<file path="config.mk">
export PLATFORM = sky130hd
export DESIGN_NAME = get_length_seq
export DESIGN_NICKNAME = d
export VERILOG_FILES = /design/src/rtl/get_length_seq.sv
export SDC_FILE = /design/constraint.sdc
export NUM_CORES = 1
export LEC_CHECK = 0
export CORE_ASPECT_RATIO = 0.6
export CORE_UTILIZATION = 44
export DETAILED_ROUTE_END_ITERATION = 8
export HOLD_SLACK_MARGIN = 0.02
export PLACE_DENSITY = 0.67
export SYNTH_ARGS = -nofsm -noshare
export SYNTH_HDL_FRONTEND = slang
export SYNTH_SLANG_ARGS = --single-unit
</file>
<file path="constraint.sdc">
create_clock -name clk -period 7.3 [get_ports clk]
set_input_delay 1.46 -clock clk [delete_from_list [all_inputs] [get_ports clk]]
set_output_delay 1.46 -clock clk [all_outputs]
set_load 0.02 [all_outputs]
</file>
<file path="src/rtl/get_length_seq.sv">
// rtl/get_length_seq.sv - multi-cycle chunked bit-length / trailing-zero finder
module get_length_seq #(
    parameter int WIDTH = 64,
    parameter int CHUNK = 8,
    parameter int LEN_W = 8
) (
    input  logic             clk,
    input  logic             rstn,
    input  logic             md_start,
    input  logic             mode,
    input  logic [WIDTH-1:0] num_in,
    output logic [LEN_W-1:0] len_out,
    output logic             md_end,
    output logic             busy
);

    localparam int NCHUNK = WIDTH / CHUNK;
    localparam int IDX_W  = (NCHUNK > 1) ? $clog2(NCHUNK) : 1;

    typedef enum logic {IDLE = 1'b0, SCAN = 1'b1} state_t;

    state_t             state, state_n;
    logic [WIDTH-1:0]   op_reg, op_n;
    logic               mode_reg, mode_n;
    logic [IDX_W-1:0]   idx, idx_n;
    logic [LEN_W-1:0]   len_n;
    logic               md_end_n;

    logic [CHUNK-1:0]   chunk;
    logic [LEN_W-1:0]   base;
    logic [LEN_W-1:0]   lead_len;
    logic [LEN_W-1:0]   trail_cnt;
    logic               last_chunk;

    assign chunk      = op_reg[idx*CHUNK +: CHUNK];
    assign base       = LEN_W'(idx) * LEN_W'(CHUNK);
    assign last_chunk = mode_reg ? (idx == IDX_W'(NCHUNK - 1)) : (idx == '0);
    assign busy       = (state == SCAN);

    // Per-chunk priority encoders: highest set bit + 1, and lowest set bit.
    always_comb begin
        lead_len = '0;
        for (int i = 0; i < CHUNK; i++) begin
            if (chunk[i]) lead_len = LEN_W'(i + 1);
        end
    end

    always_comb begin
        trail_cnt = LEN_W'(CHUNK);
        for (int i = CHUNK - 1; i >= 0; i--) begin
            if (chunk[i]) trail_cnt = LEN_W'(i);
        end
    end

    always_comb begin
        state_n  = state;
        op_n     = op_reg;
        mode_n   = mode_reg;
        idx_n    = idx;
        len_n    = len_out;
        md_end_n = 1'b0;
        case (state)
            IDLE: begin
                if (md_start) begin
                    op_n    = num_in;
                    mode_n  = mode;
                    idx_n   = mode ? '0 : IDX_W'(NCHUNK - 1);
                    state_n = SCAN;
                end
            end
            SCAN: begin
                if (chunk != '0) begin
                    len_n    = base + (mode_reg ? trail_cnt : lead_len);
                    md_end_n = 1'b1;
                    state_n  = IDLE;
                end else if (last_chunk) begin
                    len_n    = mode_reg ? LEN_W'(WIDTH) : '0;
                    md_end_n = 1'b1;
                    state_n  = IDLE;
                end else begin
                    idx_n = mode_reg ? idx + 1'b1 : idx - 1'b1;
                end
            end
            default: state_n = IDLE;
        endcase
    end

    always_ff @(posedge clk) begin
        if (!rstn) begin
            state    <= IDLE;
            op_reg   <= '0;
            mode_reg <= 1'b0;
            idx      <= '0;
            len_out  <= '0;
            md_end   <= 1'b0;
        end else begin
            state    <= state_n;
            op_reg   <= op_n;
            mode_reg <= mode_n;
            idx      <= idx_n;
            len_out  <= len_n;
            md_end   <= md_end_n;
        end
    end

endmodule

</file>
==> results.cfg <==
[outcome]
run_status = completed

[worst_hold_path]
holdCritPathClass = flip-flop to flip-flop
min_from = op_reg[37]$_SDFFE_PN0P_

[routing]
drtAntennaViolNets = 0
vias = 3368
first_iter_violations = 258
wire_per_inst_um = 15.7
vias_per_cell = 5.43
drt_pass1_iterations = 5
route.detailed.drc = 0
wirelength_um = 9700

[clock_tree]
numCtsBuffers = 9
cts_hold_buf = 0
path_clk_slew_ns = 0.06
clk_latency_ns = 0.34
postCtsSetupBuffers = 0
numClockSinks = 77
h-tree-depth = 3
cts_tree = done
cts_root_buf = clkbuf_16
postCtsResizedCells = 0
ctsLongestPathBuffers = 2

[cells_and_area]
layout.nets = 579
num-fill-cells = 718
area_growth_pct = 28.3
drive_gt1_share_pct = 8.79
largest_reg_flops = 64
antenna_cells = 0

[power]
p_sw_share_pct = 32.4
p_comb_share_pct = 30.1
p_int_w = 0.000903
p_sw_w = 0.000433
p_clk_share_pct = 32.5
total_power_w = 0.00134
vdd_drop_max_uv = 131
pwr-share-seq_pct = 37.4
powerDensity_mw_per_mm2 = 278
p_leak_nw = 1.74

[timing]
final-max-slew-violation-count = 0
hold_viol = 0
slew_headroom_pct = 18.7
period_needed_ns = 3.47
fin_tns_setup_ns = 0
rsz0062_at_grt = false
max_clock_freq_ghz = 0.288
setup_violations = 0
skew_ns = 0.00486
fin_crit_sh_pct = 47.5
worst_pin_slew_ns = 1.22

[logic_synthesis]
postSynthCellCount = 449
synth_top_area_share_pct = 41.2
yosys-top-cells-count = 141 x nand2_1, 77 x dfxtp_1, 73 x a21oi_1, 18 x clkbuf_1, 14 x mux2i_1
yosysMostFrequentCell = nand2_1
ys_warn_count = 0
async_reset_ff_share_pct = 0
ys_seq_area_share_pct = 41.2
netlist_area_mm2 = 0.00374
synth_cell_types = 64
synth_edf_count = 0
synth_nets = 520
synth_flop_cell = dfxtp_1
synthTopCellsByArea = dfxtp_1 41%, nand2_1 14%, a21oi_1 9.8%, mux4_2 5.4%, mux2i_1 3.7%
synth.avg_cell_area_um2 = 8.33
synth_seq_cells = 77
synth_top_cell_by_area = dfxtp_1

[flow_run]
cap_violations = 0

[worst_setup_path]
cp_slowest_cell = nor2b_4
worstSetupEndpointType = flip-flop
r2r_start = idx[1]$_SDFFE_PN0P_
crit_start = md_start
r2r_setup_slack_ns = 4.34
cp.arrival_ns = 3.65
start_kind = input port
path_max_fanout = 37
crit_chain = clkdlybuf4s50_1, nor2b_4, buf_4, nand2_1, a21boi_0, o21ai_0, a311oi_1
max_stage_delay_ns = 0.69
crit_end = idx[2]$_SDFFE_PN0P_
ff2ff_path_depth = 11
critPathRequiredTime_ns = 7.48
crit_type = input port to flip-flop
r2r-end = len_out[5]$_SDFFE_PN0P_

[placed_design]
dp_hpwl_um = 6900
port_buffers = 76
gp_congestion = 0.870

[floorplanning]
num_rows = 25
initial_utilization_pct = 46.5
die_area_mm2 = 0.00888
die_h_um = 73.4
io_pins = 78
coreArea_mm2 = 0.00804
dieWidth_um = 121

[grt]
grt_pass1_wl_um = 15500
grt_max_degree = 74
first_global_vias = 3078
antenna_found_initial = 0
grt.total_usage_pct = 23.4
grt_overflow_total = 0
placed cells by master (no fill, tap or decap), drive strengths merged, types with 5 or more instances in the layout:
cell	n
mux4	9
a21oi	74
mux2	5
nand3	10
mux2i	15
clkdlybuf4s50	76
clkbuf	9
dfxtp	77
nor2	11
nand2	141
critical path, delay by kind of cell:
kind | cells | cell delay, ns
compound gates | 3 | 0.41
buf+inv | 2 | 0.95
simple gates | 2 | 0.80
how the worst min path moves through the flow:
stage | to | slack (ns) | cells past startpoint
after detailed placement | op_reg[5]$_SDFFE_PN0P_ | 0.45 | 2
after CTS | op_reg[22]$_SDFFE_PN0P_ | 0.46 | 2
final | op_reg[37]$_SDFFE_PN0P_ | 0.45 | 2
after global routing | op_reg[28]$_SDFFE_PN0P_ | 0.48 | 2
after global placement | op_reg[5]$_SDFFE_PN0P_ | 0.44 | 2
after floorplan | op_reg[5]$_SDFFE_PN0P_ | 0.43 | 2
final cells by class:
type / instances / area, µm² / area share [%]
multi-input cells: 335 / 2020 / 42.1
inverters: 5 / 18.8 / 0.391
clock buffers: 9 / 225 / 4.69
flip-flops and latches: 77 / 1540 / 32.1
well taps: 108 / 135 / 2.82
repair buffers: 80 / 791 / 16.5
clock inverters: 6 / 65.1 / 1.36
stage by stage:
step / area (µm²) / utilization, % / hold WS, ns / setup WS [ns] / std cells
after floorplan: 3740 / - / 0.432 / 4.83 / 449
after global placement: 4510 / 56.1 / 0.440 / 3.52 / 605
after detailed placement: 4510 / 56.1 / 0.448 / 3.47 / 605
after CTS: 4800 / 59.7 / 0.455 / 3.82 / 620
after global routing: 4800 / 59.7 / 0.481 / 3.62 / 620
final: 4800 / 59.7 / 0.455 / 3.83 / 620
metal layers:
metal	vias up	routed length [µm]	global-route usage [%]
met5	-	0	0
met4	0	123	7.54
met3	13	655	6.37
met2	102	3830	32.6
met1	1585	5100	34.6
li1	1668	-	-
cell families after synthesis:
kind of cell | share of synthesized area [%]
flip-flops | 41.2
other | 0.100
buffers and inverters | 5.02
AO/OA/AOI/OAI | 18.1
adder cells (fa/ha/maj) | 1.20
multiplexers | 11.4
AND/OR/NAND/NOR | 22.2
XOR/XNOR | 0.703
power by group through the flow:
stage / sequential [W] / clock (W) / combinational [W]
floorplan: 0.000499 / 0 / 0.000294
global placement: 0.000505 / 0 / 0.000394
detailed placement: 0.000507 / 0 / 0.000400
CTS: 0.000498 / 0.000443 / 0.000402
global route: 0.000504 / 0.000461 / 0.000442
finish: 0.000499 / 0.000435 / 0.000402
Power figures use the tool's default switching activity.
